==> src/rtl/roulette_pkg.sv <==
// rtl/roulette_pkg.sv - shared types, widths and LFSR tap function for the roulette spinner
package roulette_pkg;

  localparam int NUM_W = 5;
  localparam logic [NUM_W-1:0] DEFAULT_SEED = 5'b00001;

  typedef enum logic [1:0] {
    ST_IDLE = 2'b00,
    ST_SPIN = 2'b01,
    ST_HOLD = 2'b10
  } state_t;

  // x^5 + x^3 + 1, maximal length 31, the all-zero state is unreachable
  function automatic logic [NUM_W-1:0] lfsr5_next(input logic [NUM_W-1:0] q);
    return {q[3:0], q[4] ^ q[2]};
  endfunction

endpackage

==> src/rtl/roulette_spinner_if.sv <==
// rtl/roulette_spinner_if.sv - spin request / result handshake between game stage and spinner
interface roulette_spinner_if;
  import roulette_pkg::*;

  logic             spin_req;
  logic             result_ack;
  logic [NUM_W-1:0] randnum;
  logic             result_valid;
  logic             spinning;
  logic [NUM_W-1:0] spin_display;

  modport master (
    output spin_req, result_ack,
    input  randnum, result_valid, spinning, spin_display
  );

  modport slave (
    input  spin_req, result_ack,
    output randnum, result_valid, spinning, spin_display
  );

endinterface

==> src/rtl/roulette_lfsr5.sv <==
// rtl/roulette_lfsr5.sv - 5-bit Fibonacci LFSR with enable; a zero seed is replaced by 1
module roulette_lfsr5
  import roulette_pkg::*;
#(
  parameter logic [NUM_W-1:0] SEED = DEFAULT_SEED
) (
  input  logic             Clock,
  input  logic             reset_n,
  input  logic             en,
  output logic [NUM_W-1:0] q
);

  localparam logic [NUM_W-1:0] SEED_EFF = (SEED == '0) ? DEFAULT_SEED : SEED;

  always_ff @(posedge Clock or negedge reset_n) begin
    if (!reset_n) begin
      q <= SEED_EFF;
    end else if (en) begin
      q <= lfsr5_next(q);
    end
  end

endmodule

==> src/rtl/roulette_spinner.sv <==
// rtl/roulette_spinner.sv - spin FSM producing a 1..31 winning number from a free-running LFSR
// Optional deceleration near the end of a spin: SPINNER_DECEL_EN
module roulette_spinner
  import roulette_pkg::*;
#(
  parameter int               SPIN_CYCLES = 32,
  parameter logic [NUM_W-1:0] SEED        = DEFAULT_SEED
) (
  input  logic               Clock,
  input  logic               reset_n,
  roulette_spinner_if.slave  bus
);

  localparam logic [7:0] CNT_INIT = 8'(SPIN_CYCLES - 1);

  state_t           state;
  state_t           state_nxt;
  logic [7:0]       cnt;
  logic             req_prev;
  logic             spin_edge;
  logic             spin_adv;
  logic             lfsr_en;
  logic             cnt_zero;
  logic [NUM_W-1:0] lfsr_q;
  logic [NUM_W-1:0] lfsr_nx;
  logic [NUM_W-1:0] randnum_r;
  logic             valid_r;

  assign spin_edge = bus.spin_req & ~req_prev;
  assign cnt_zero  = (cnt == 8'd0);
  assign lfsr_nx   = lfsr5_next(lfsr_q);

`ifdef SPINNER_DECEL_EN
  localparam logic [7:0] DECEL_AT = 8'(SPIN_CYCLES / 4);
  // cnt==0 is even, so the final latch always lands on an advance cycle
  assign spin_adv = (cnt >= DECEL_AT) || !cnt[0];
`else
  assign spin_adv = 1'b1;
`endif

  roulette_lfsr5 #(.SEED(SEED)) u_lfsr (
    .Clock   (Clock),
    .reset_n (reset_n),
    .en      (lfsr_en),
    .q       (lfsr_q)
  );

  always_ff @(posedge Clock or negedge reset_n) begin
    if (!reset_n) begin
      state <= ST_IDLE;
    end else begin
      state <= state_nxt;
    end
  end

  always_comb begin
    state_nxt = state;
    case (state)
      ST_IDLE: if (spin_edge)      state_nxt = ST_SPIN;
      ST_SPIN: if (cnt_zero)       state_nxt = ST_HOLD;
      ST_HOLD: if (bus.result_ack) state_nxt = ST_IDLE;
      default:                     state_nxt = ST_IDLE;
    endcase
  end

  // The edge-detect cycle does not advance, so the spin starts from the pressed value
  always_comb begin
    bus.spinning = 1'b0;
    lfsr_en      = 1'b0;
    case (state)
      ST_IDLE: lfsr_en = ~spin_edge;
      ST_SPIN: begin
        bus.spinning = 1'b1;
        lfsr_en      = spin_adv;
      end
      default: lfsr_en = 1'b0;
    endcase
  end

  always_ff @(posedge Clock or negedge reset_n) begin
    if (!reset_n) begin
      req_prev  <= 1'b0;
      cnt       <= 8'd0;
      randnum_r <= '0;
      valid_r   <= 1'b0;
    end else begin
      req_prev <= bus.spin_req;
      case (state)
        ST_IDLE: begin
          if (spin_edge) begin
            cnt     <= CNT_INIT;
            valid_r <= 1'b0;
          end
        end
        ST_SPIN: begin
          cnt <= cnt - 8'd1;
          if (cnt_zero) begin
            randnum_r <= lfsr_nx;
            valid_r   <= 1'b1;
          end
        end
        ST_HOLD: begin
          if (bus.result_ack) valid_r <= 1'b0;
        end
        default: valid_r <= 1'b0;
      endcase
    end
  end

  assign bus.randnum      = randnum_r;
  assign bus.result_valid = valid_r;
  assign bus.spin_display = lfsr_q;

endmodule
==> src/flat_wrapper.sv <==
// flat-port wrapper written by rule: the top's interface ports become plain ports
module roulette_spinner_flat import roulette_pkg::*;
#(
  parameter int               SPIN_CYCLES = 32,
  parameter logic [NUM_W-1:0] SEED        = DEFAULT_SEED
)
  (Clock, reset_n, bus_spin_req, bus_result_ack, bus_randnum, bus_result_valid, bus_spinning, bus_spin_display);
  roulette_spinner_if bus_i ();
  input  logic Clock;
  input  logic reset_n;
  input wire logic [$bits(bus_i.spin_req)-1:0] bus_spin_req;
  input wire logic [$bits(bus_i.result_ack)-1:0] bus_result_ack;
  output wire logic [$bits(bus_i.randnum)-1:0] bus_randnum;
  output wire logic [$bits(bus_i.result_valid)-1:0] bus_result_valid;
  output wire logic [$bits(bus_i.spinning)-1:0] bus_spinning;
  output wire logic [$bits(bus_i.spin_display)-1:0] bus_spin_display;
  assign bus_i.spin_req = bus_spin_req;
  assign bus_i.result_ack = bus_result_ack;
  assign bus_randnum = bus_i.randnum;
  assign bus_result_valid = bus_i.result_valid;
  assign bus_spinning = bus_i.spinning;
  assign bus_spin_display = bus_i.spin_display;
  roulette_spinner #(.SPIN_CYCLES(SPIN_CYCLES), .SEED(SEED)) u_core (.Clock(Clock), .reset_n(reset_n), .bus(bus_i));
endmodule
==> config.mk <==
export PLATFORM = sky130hd
export DESIGN_NAME = roulette_spinner_flat
export DESIGN_NICKNAME = d
export VERILOG_FILES = /design/src/rtl/roulette_pkg.sv /design/src/rtl/roulette_spinner_if.sv /design/src/rtl/roulette_lfsr5.sv /design/src/rtl/roulette_spinner.sv /design/src/flat_wrapper.sv
export SDC_FILE = /design/constraint.sdc
export NUM_CORES = 1
export LEC_CHECK = 0
export BUFFER_PORTS_ARGS = -buffer_cell sky130_fd_sc_hd__buf_4
export CORE_ASPECT_RATIO = 0.8
export CORE_MARGIN = 10
export CORE_UTILIZATION = 40
export DETAILED_ROUTE_END_ITERATION = 8
export PLACE_DENSITY = 0.64
export SLEW_MARGIN = 10
export SYNTH_ARGS = -nofsm -noshare
export SYNTH_HDL_FRONTEND = slang
export SYNTH_SLANG_ARGS = --single-unit
==> constraint.sdc <==
create_clock -name Clock -period 3 [get_ports Clock]
set_clock_uncertainty 0.05 [all_clocks]
set_input_delay 0.15 -clock Clock [delete_from_list [all_inputs] [get_ports Clock]]
set_output_delay 0.15 -clock Clock [all_outputs]
set_load 0.1 [all_outputs]
==> results.md, run 1 <==
* Largest net degree at the start of global routing at 22
* Final Hold Vio Count at 0
* Clock root buffer: clkbuf_4
* P&R area growth vs syn at 17.39%
* IO Pins at 16
* Peak VDD IR at 0.3708 mV
* CTS Sinks at 21
* Unrepaired setup endpoints after global routing: false
* Max-slew headroom at 0.6607
* Mapped Nets at 80
* Ant. Diodes at 0
* Util after Layout at 0.5143
* Kind of critical path: primary input to flip-flop
* CTS Buffer Depth at 2
* Total GRT Usage at 0.08393
* Vias in the first global route at 652
* Post-synth top area cell: dfrtp_1
* Clock latency on the worst-skew pair at 0.30 ns
* Cell Area, Synth at 978.4 µm²
* Fmax at 584.8 MHz
* Yosys warns at 0
* Core Area at 0.002233 mm²
* # port buffers at 15
* Avg Inst Size Synth at 13.22 µm²
* Max_cap viols at 0
* Worst EP arrival at 1.86 ns
* Finished Cell Area at 0.001149 mm²
* Post-placement cell area at 0.001092 mm²
* Layout cells sized above 1 at 0.3696
* 1st-pass router iterations at 3
* CP Launch Type: primary input
* Die height at 64.24 µm
* Fin. max-slew vios at 0
* Width of the die at 75.30 µm
* Sw Pwr at 0.3189 mW
* Initial Utilization at 0.4381
* Delay of the slowest critical-path stage at 0.53 ns
* Drt total wl at 1.830 mm
* Vias per inst at 5.231
* Placer Congestion at 0.8405
* Mapped Cells at 74
* Final worst path period share at 0.5700
* WP buf/inv at 2
* Antenna Nets Post-Route at 0
* WHS at 0.1982 ns
* Setup TNS at 0 ns
* CP max FO at 6
* Drt drc at 0
* Cell Chain, Critical Path: dlygate4sd3_1, buf_4, nor2b_1, a21oi_1, mux2_2
* CTS tree: built
* CP max-delay cell: dlygate4sd3_1
* Flop pwr share at 0.499
* H-tree depth at 1
* Post-CTS Setup Repair Bufs at 0
* Final nets at 99
* Num rows at 15
* Switching Fraction at 0.3825
* EDFF count, synth at 0
* Seq/Total Area, Yosys at 0.5384
* Final setup fails at 0
* Pwr dens at 725.9 mW/mm²
* Die ar. at 0.004837 mm²
* Clock share of power at 0.165
* Total congestion overflow at 0
* Area contributors post-synth: dfrtp_1 (51%), mux2_4 (7.7%), mux2_2 (5.8%)
* CP delay by family, top: buffers and inverters
* Combinational share of power at 0.335
* P_leak at 0.5890 nW
* Initial antenna violation count at 0
* Worst-margin pin slew at 0.5089 ns
* TritonCTS Buffers at 3
* P_int at 0.5149 mW
* Hold_buf cts at 3
* Yosys reg bits at 21
* Synth Flop Type: dfrtp_1
* Critical Path Sink Type: flip-flop
* First-pass GRT wire length at 3.167 mm
* DP HPWL at 1.395 mm
* Wirelength per Cell at 15.64 µm
* Post-CTS sizing at 0
* Hold crit path type: primary input to async pin
* Status: finished clean
* CP Data Required Time at 3.15 ns
* Vias at 612
* Drt first-iter violations at 26
* CTS clk-pin slew, worst paths at 0.12 ns
* Minimum clock period at 1.710 ns
* Yosys cell types at 30
* Synth top area share at 0.5115
* Async S/R FF share, synth at 1.000
-- layout by cell type, fill, tap and decap left out, types with 3 or more instances in the layout --
cell,instances
buf_4,15
xor2_1,4
nand2_1,4
mux2_2,5
dlygate4sd3_1,3
clkbuf_4,3
mux2_4,5
dfrtp_1,20
inv_1,4
-- final timing paths --
path,cells after the start,slack [ns],from,end
worst max-delay path,5,1.29,bus_spin_req,u_core.u_lfsr.q[1]
worst min-delay path,2,0.20,reset_n,u_core.cnt[5]
worst max register to register,5,1.44,u_core.cnt[0],u_core.bus.randnum[3]
worst min register to register,1,0.48,u_core.bus.randnum[1],u_core.bus.randnum[1]
max in group asynchronous,2,2.43,reset_n,u_core.u_lfsr.q[0]
min in group Clock,2,0.44,bus_spin_req,u_core.req_prev
-- through the flow --
stage | power, mW | std cells | setup WS [ns]
final | 0.8338 | 117 | 1.290
after global routing | 0.8978 | 117 | 1.223
after CTS | 0.8385 | 117 | 1.301
after detailed placement | 0.6979 | 110 | 1.445
after global placement | 0.6878 | 110 | 1.486
after floorplan | 0.6306 | 74 | 0.8276
-- area by class of cell --
cell class                 instances  area, µm²
fill                             198       1085
sequential                        21      526.8
multi-input combinational         45      406.6
timing repair buffer              18      142.6
tap                               25      31.28
clock buffer                       4      26.28
inverter                           4      15.01
-- routing by layer --
layer  wire length [µm]  share of wire  global-route usage  up-vias
met5                  0              0                   0        -
met4                  0              0             0.01389        0
met3                114          0.062             0.03858        0
met2                851           0.47              0.1294       12
met1                864           0.47              0.1057      301
li1                   -              -                   -      299
-- power by group through the flow --
stage | Clock [mW] | Combinational (mW) | Sequential [mW]
after floorplan | 0 | 0.220 | 0.411
after global placement | 0 | 0.268 | 0.419
after detailed placement | 0 | 0.276 | 0.421
after CTS | 0.141 | 0.281 | 0.416
after global routing | 0.158 | 0.313 | 0.427
final | 0.138 | 0.280 | 0.416
-- synth_stat cells, types with 2 or more instances --
library cell	number
inv_1	4
nand2_1	4
ha_1	2
o21ai_0	2
nand3_1	2
mux2_4	5
xor2_1	4
mux2i_1	2
buf_4	4
mux2_2	5
o211ai_1	2
dfrtp_1	20
-- worst reg2reg max path, delay by kind of cell, from the launching register on --
family        cells  cell delay, ns
flops             1            0.40
mux               1            0.32
fa+ha+maj         1            0.16
simple gates      2            0.40
buf+inv           1            0.13
-- kinds of logic (layout without fill, tap and decap cells) --
family | count (synthesis) | after routing | share of synthesized area
DFF | 21 | 21 | 0.5384
and+or+nand+nor | 16 | 16 | 0.1202
muxes | 12 | 12 | 0.1547
AOI/OAI and AO/OA | 11 | 11 | 0.07929
buffers and inverters | 8 | 26 | 0.04603
xor gates and xnor gates | 4 | 4 | 0.03580
adders and majority gates | 2 | 2 | 0.02557
-- sequential cells by signal, summed over array words and instances (netlist names) --
name	flops
u_core.cnt	8
u_core.bus.randnum	5
u_core.u_lfsr.q	5
u_core.state	2
u_core.req_prev	1
No activity file was read; power rests on OpenSTA's default activity.
==> run 2: changes to the inputs <==
clock period = 1.75 ns   (was 3 ns; I/O delays follow)
==> run 2 against run 1 <==
Count of clock-buffer cells in the layout decreased by 1; combinational power increased by 69%; final area increased by 1.1%.
==> results.md, run 2 (synthesis results as in run 1) <==
* Status: finished clean (unchanged)
* Max reg flops at 8 (unchanged)
* FILL cells at 201 (was 198)
* Vias at 615 (was 612)
* Vias per inst at 5.212 (was 5.231)
* Setup TNS at 0 ns (unchanged)
* Peak VDD IR at 0.6753 mV (was 0.3708 mV)
* Worst r2r dst: u_core.bus.randnum[0] (was u_core.bus.randnum[3])
* Clock root buffer: clkbuf_4 (unchanged)
* Ant. Diodes at 0 (unchanged)
* Width of the die at 75.30 µm (unchanged)
* Kind of critical path: flip-flop to flip-flop (was primary input to flip-flop)
* Total GRT Usage at 0.08184 (was 0.08393)
* CP max FO at 6 (unchanged)
* Post-CTS Setup Repair Bufs at 0 (unchanged)
* Pwr dens at 1224 mW/mm² (was 725.9 mW/mm²)
* Hold crit path type: primary input to async pin (unchanged)
* Core Area at 0.002233 mm² (unchanged)
* Clock latency on the worst-skew pair at 0.30 ns (about the same)
* First-pass GRT wire length at 3.098 mm (was 3.167 mm)
* Cell Chain, Critical Path: inv_1, ha_1, nor4b_4, nand2_4, mux2_4 (was dlygate4sd3_1, buf_4, nor2b_1, a21oi_1, mux2_2)
* P&R area growth vs syn at 18.67% (was 17.39%)
* CP delay by family, top: simple AND/OR/NAND/NOR gates (was buffers and inverters)
* Most common library cell in the layout ignoring fill and taps: dfrtp_1 (unchanged)
* Minimum clock period at 1.604 ns
* Fin. max-slew vios at 0 (unchanged)
* Initial Utilization at 0.4381 (unchanged)
* Drt drc at 0 (unchanged)
* R2r setup slk at 0.15 ns (was 1.44 ns)
* CP Data Required Time at 1.90 ns (was 3.15 ns)
* Antenna Nets Post-Route at 0 (unchanged)
* Die height at 64.24 µm (unchanged)
* Most frequent cells in the layout: dfrtp_1 (19), buf_4 (16), mux2_4 (5), mux2_2 (5) (was dfrtp_1 (20), buf_4 (15), mux2_4 (5), mux2_2 (5))
* Max_cap viols at 0 (unchanged)
* Max-slew headroom at 0.7369 (was 0.6607)
* TritonCTS Buffers at 3 (unchanged)
* Worst-margin pin slew at 0.3939 ns (was 0.5089 ns)
* Post-placement cell area at 0.001104 mm² (was 0.001092 mm²)
* Finished Cell Area at 0.001161 mm² (was 0.001149 mm²)
* Final nets at 100 (was 99)
* Final Hold Vio Count at 0 (unchanged)
* Vias in the first global route at 619 (was 652)
* Wirelength per Cell at 15.25 µm (was 15.64 µm)
* Drt first-iter violations at 48 (was 26)
* DP HPWL at 1.318 mm (was 1.395 mm)
* Layout cells sized above 1 at 0.3978 (was 0.3696)
* CP max-delay cell: dfrtp_1 (was dlygate4sd3_1)
* P_leak at 0.5939 nW (was 0.5890 nW)
* CTS Buffer Depth at 2 (unchanged)
* CTS Sinks at 21 (unchanged)
* Num rows at 15 (unchanged)
* CTS tree: built (unchanged)
* Delay of the slowest critical-path stage at 0.41 ns (was 0.53 ns)
* Critical Path Sink Type: flip-flop (unchanged)
* IO Pins at 16 (unchanged)
* CTS clk-pin slew, worst paths at 0.12 ns (about the same)
* Total congestion overflow at 0 (unchanged)
* 1st-pass router iterations at 4 (was 3)
* Worst r2r src: u_core.cnt[0] (unchanged)
* Final worst path period share at 0.9168
* R2R depth at 5 (unchanged)
* Placer Congestion at 0.8291 (was 0.8405)
* Final setup fails at 0 (unchanged)
* Worst EP arrival at 1.76 ns (was 1.86 ns)
* Drt total wl at 1.799 mm (was 1.830 mm)
* Most flops, register: u_core.cnt (unchanged)
* Post-CTS sizing at 0 (unchanged)
* Die ar. at 0.004837 mm² (unchanged)
* # port buffers at 15 (unchanged)
* H-tree depth at 1 (unchanged)
* Largest net degree at the start of global routing at 22 (unchanged)
* CP Launch Type: flip-flop (was primary input)
* Initial antenna violation count at 0 (unchanged)
* Fmax at 623.3 MHz
* WP buf/inv at 1 (was 2)
* Unrepaired setup endpoints after global routing: false (unchanged)
run 2: cell types whose count changed in the layout (fill, tap and decap cells not counted), sizes merged:
cell    previous run  this run
buf               15        16
clkbuf             4         3
clkinv             0         1
run 2: metal layers:
layer	global-route usage	wire length [µm]	vias up
li1	-	-	302
met1	0.1132	945	299
met3	0.04012	107	2
met4	0.02083	12	0
met5	0	0	-
met2	0.1092	734	12
run 2: area by class of cell:
type | count | area (µm²) | share of cell area
timing repair buffer | 19 | 150.1 | 0.1293
inverter | 4 | 15.01 | 0.01293
clock inverter | 1 | 5.005 | 0.004310
tap | 25 | 31.28 | 0.02694
multi-input combinational | 45 | 406.6 | 0.3502
clock buffer | 3 | 22.52 | 0.01940
sequential | 21 | 530.5 | 0.4569
run 2: how the worst max path moves through the flow:
stage / start / endpoint / slack [ns] / cells after the start
finish: u_core.cnt[0] / u_core.bus.randnum[0] / 0.15 / 5
global route: u_core.cnt[0] / u_core.bus.randnum[1] / 0.09 / 5
CTS: u_core.cnt[0] / u_core.bus.randnum[0] / 0.15 / 5
detailed placement: u_core.cnt[0] / u_core.bus.randnum[0] / 0.17 / 5
global placement: u_core.cnt[0] / u_core.bus.randnum[1] / 0.24 / 5
floorplan: u_core.state[1] / u_core.bus.randnum[0] / -0.17 / 4
run 2: power breakdown:
part	switching (mW)	internal, mW	leakage, nW
logic	0.268	0.205	0.312
registers	0.127	0.591	0.264
clock network	0.146	0.0852	0.0177
total	0.541	0.881	0.594
run 2: timing repair:
action	CTS	global route
endpoints found under the setup margin	0	0
hold buffers	3	0
hold endpoints to repair	23	0
run 2: per-stage QoR:
| stage | hold WS (ns) | power [mW] | worst slack, ns | utilization | instances |
|---|---|---|---|---|---|
| 6_report | 0.1451 | 1.421 | 0.1456 | 0.5199 | 118 |
| 5_1_grt | 0.1633 | 1.532 | 0.09409 | 0.5199 | 118 |
| 4_1_cts | 0.1342 | 1.433 | 0.1452 | 0.5199 | 118 |
| 3_5_place_dp | -0.06391 | 1.193 | 0.1713 | 0.4941 | 111 |
| 3_3_place_gp | -0.06914 | 1.186 | 0.2356 | 0.4941 | 111 |
| 2_1_floorplan | -0.2581 | 1.082 | -0.1739 | - | 74 |
==> run 3: changes to the inputs <==
SYNTH_HIERARCHICAL = 1   (was not set)
==> run 3 against run 2 <==
The flow now finishes with violations (setup timing); flip-flop and latch count did not move; worst setup slack got worse by 0.24 ns; count of clock-buffer cells in the layout rose by 1; combinational power rose by 40%; first-iteration DRC count fell by 31%; clock power fell by 3%; global-route usage rose by 0.77 points.
==> results.md, run 3 <==
* Worst EP arrival at 1.99 ns (was 1.76 ns)
* Most common library cell in the layout ignoring fill and taps: buf_4 (was dfrtp_1)
* CP Launch Type: flip-flop (unchanged)
* Clock root buffer: clkbuf_4 (unchanged)
* CTS clk-pin slew, worst paths at 0.11 ns (was 0.12 ns)
* Max reg flops at 8 (unchanged)
* CTS tree: built (unchanged)
* Vias per inst at 5.108 (was 5.212)
* TritonCTS Buffers at 3 (unchanged)
* Post-synth top area cell: dfrtp_1 (unchanged)
* Yosys cell types at 27 (was 30)
* Minimum clock period at 1.842 ns (was 1.604 ns)
* Core Area at 0.002215 mm² (was 0.002233 mm²)
* Total GRT Usage at 0.08949 (was 0.08184)
* P&R area growth vs syn at 41.96% (was 18.67%)
* H-tree depth at 1 (unchanged)
* Mapped Nets at 80 (unchanged)
* Unrepaired setup endpoints after global routing: true (was false)
* CTS Sinks at 21 (unchanged)
* CP max-delay cell: or4b_4 (was dfrtp_1)
* Layout cells sized above 1 at 0.5175 (was 0.3978)
* Initial Utilization at 0.4322 (was 0.4381)
* Synth Flop Type: dfrtp_1 (unchanged)
* Critical Path Sink Type: flip-flop (unchanged)
* Seq/Total Area, Yosys at 0.5503 (was 0.5384)
* Synth cell count leaders: dfrtp_1 (20), mux2_2 (10), inv_1 (5) (was dfrtp_1 (20), mux2_2 (5), mux2_4 (5))
* Final worst setup slack at -0.09214 ns (was 0.1456 ns)
* R2r setup slk at -0.09 ns (was 0.15 ns)
* Post-placement cell area at 0.001206 mm² (was 0.001104 mm²)
* P_leak at 0.6294 nW (was 0.5939 nW)
* Die ar. at 0.004762 mm² (was 0.004837 mm²)
* Area contributors post-synth: dfrtp_1 (52%), mux2_2 (12%), mux2i_1 (4.2%) (was dfrtp_1 (51%), mux2_4 (7.7%), mux2_2 (5.8%))
* WP buf/inv at 2 (was 1)
* Placer Congestion at 0.7914 (was 0.8291)
* Final worst path period share at 1.053 (was 0.9168)
* Final nets at 121 (was 100)
* Status: complete, but fails checks (was finished clean)
* Peak VDD IR at 0.5692 mV (was 0.6753 mV)
* Design Power at 1.516 mW (was 1.421 mW)
* CP Data Required Time at 1.89 ns (was 1.90 ns)
* Clock latency on the worst-skew pair at 0.30 ns (about the same)
* Initial antenna violation count at 0 (unchanged)
* Async S/R FF share, synth at 1.000 (unchanged)
* Ant. Diodes at 0 (unchanged)
* Pwr dens at 1116 mW/mm² (was 1224 mW/mm²)
* DP HPWL at 1.530 mm (was 1.318 mm)
* Finished Cell Area at 0.001359 mm² (was 0.001161 mm²)
* EDFF count, synth at 0 (unchanged)
* Most flops, register: u_core/cnt (was u_core.cnt)
* Failing checks: setup timing
* Yosys warns at 6 (was 0)
* Fin. max-slew vios at 0 (unchanged)
* Final Hold Vio Count at 0 (unchanged)
* Synth top area share at 0.5229 (was 0.5115)
* Yosys reg bits at 21 (unchanged)
* Delay of the slowest critical-path stage at 0.47 ns (was 0.41 ns)
* Max_cap viols at 0 (unchanged)
* IO Pins at 16 (unchanged)
* Avg Inst Size Synth at 12.93 µm² (was 13.22 µm²)
* Most frequent cells in the layout: buf_4 (32), dfrtp_1 (19), mux2_2 (5), mux2_4 (5) (was dfrtp_1 (19), buf_4 (16), mux2_4 (5), mux2_2 (5))
* Kind of critical path: flip-flop to flip-flop (unchanged)
* Mapped Cells at 74 (unchanged)
* Wirelength per Cell at 15.13 µm (was 15.25 µm)
* Vias in the first global route at 715 (was 619)
* Worst-margin pin slew at 0.4539 ns (was 0.3939 ns)
* CP delay by family, top: simple AND/OR/NAND/NOR gates (unchanged)
* Fmax at 542.8 MHz (was 623.3 MHz)
* Pre-CTS setup slack at -0.2715 ns (was 0.1713 ns)
* Antenna Nets Post-Route at 0 (unchanged)
* Drt total wl at 2.103 mm (was 1.799 mm)
* Num rows at 15 (unchanged)
* Final setup fails at 7 (was 0)
* Drt drc at 0 (unchanged)
* Max-slew headroom at 0.6974 (was 0.7369)
* Vias at 710 (was 615)
* Top-count cell post-synth: dfrtp_1 (unchanged)
* Die height at 63.76 µm (was 64.24 µm)
* Drt first-iter violations at 33 (was 48)
* Hold crit path type: primary input to flip-flop (was primary input to async pin)
* Cell Area, Synth at 957.2 µm² (was 978.4 µm²)
* CP max FO at 6 (unchanged)
* Total congestion overflow at 0 (unchanged)
* Cell Chain, Critical Path: inv_2, ha_4, or4b_4, nor3_4, buf_12, mux2_4 (was inv_1, ha_1, nor4b_4, nand2_4, mux2_4)
* First-pass GRT wire length at 3.401 mm (was 3.098 mm)
* Largest net degree at the start of global routing at 22 (unchanged)
* 1st-pass router iterations at 4 (unchanged)
* Width of the die at 74.69 µm (was 75.30 µm)
* CTS Buffer Depth at 2 (unchanged)
* # port buffers at 15 (unchanged)
[run 3: logic make-up (layout without fill, tap and decap cells)]
logic type,after synthesis,after routing,synth area share
flops,21,21,0.5503
buf+inv,5,45,0.01961
xor+xnor,2,2,0.01830
compound gates,11,11,0.08236
simple gates,19,19,0.1438
fa+ha+maj,2,2,0.02614
mux,14,14,0.1595
[run 3: through the flow]
| step | setup TNS [ns] | hold slack [ns] | cells | utilization |
|---|---|---|---|---|
| after CTS | -0.5484 | 0.05257 | 137 | 0.5994 |
| after floorplan | -1.069 | -0.2581 | 74 | - |
| final | -0.4489 | 0.05722 | 139 | 0.6136 |
| after detailed placement | -1.409 | -0.06521 | 127 | 0.5446 |
| after global placement | -0.9173 | -0.06214 | 127 | 0.5446 |
| after global routing | -0.9173 | 0.06695 | 139 | 0.6136 |
[run 3: cell type report]
cell class | count | area, µm²
fillers | 192 | 855.8
flip-flops and latches | 21 | 530.5
multi-input cells | 48 | 456.7
repair buffers | 36 | 291.5
well taps | 25 | 31.28
clock buffers | 4 | 26.28
inverters | 5 | 22.52
[run 3: path summary, 6_finish.rpt]
check | startpoint | to | depth (start not counted)
worst min-delay path | bus_result_ack | u_core/bus.result_valid | 3
max in group asynchronous | reset_n | u_core/u_lfsr/q[0] | 2
worst min register to register | u_core/state[0] | u_core/cnt[3] | 1
min in group asynchronous | reset_n | u_core/cnt[0] | 2
worst max-delay path | u_core/cnt[1] | u_core/bus.randnum[3] | 6
worst max register to register | u_core/cnt[1] | u_core/bus.randnum[3] | 6
[run 3: timing repair]
action | 4_1_cts | 5_1_grt
gates resized for setup | 11 | 3
setup buffers | 4 | 2
endpoints found under the setup margin | 10 | 9
hold buffers | 2 | 0
pin swaps | 1 | 0
hold endpoints to repair | 22 | 0
[run 3: tightest hold or removal path, cell delays in order]
cell and delay (ns):
buf_4 0.11, inv_1 0.05, a31o_2 0.14
[run 3: per-layer routing]
layer	wire, µm	track usage	vias up
met5	0	0	-
met4	6	0.01415	0
met3	122	0.04012	2
met2	963	0.1381	14
met1	1010	0.1138	344
li1	-	-	350
[run 3: where the power goes]
part	switching [mW]	internal, mW
Sequential	0.0756	0.556
Clock	0.136	0.0888
Combinational	0.511	0.150
Total	0.722	0.794
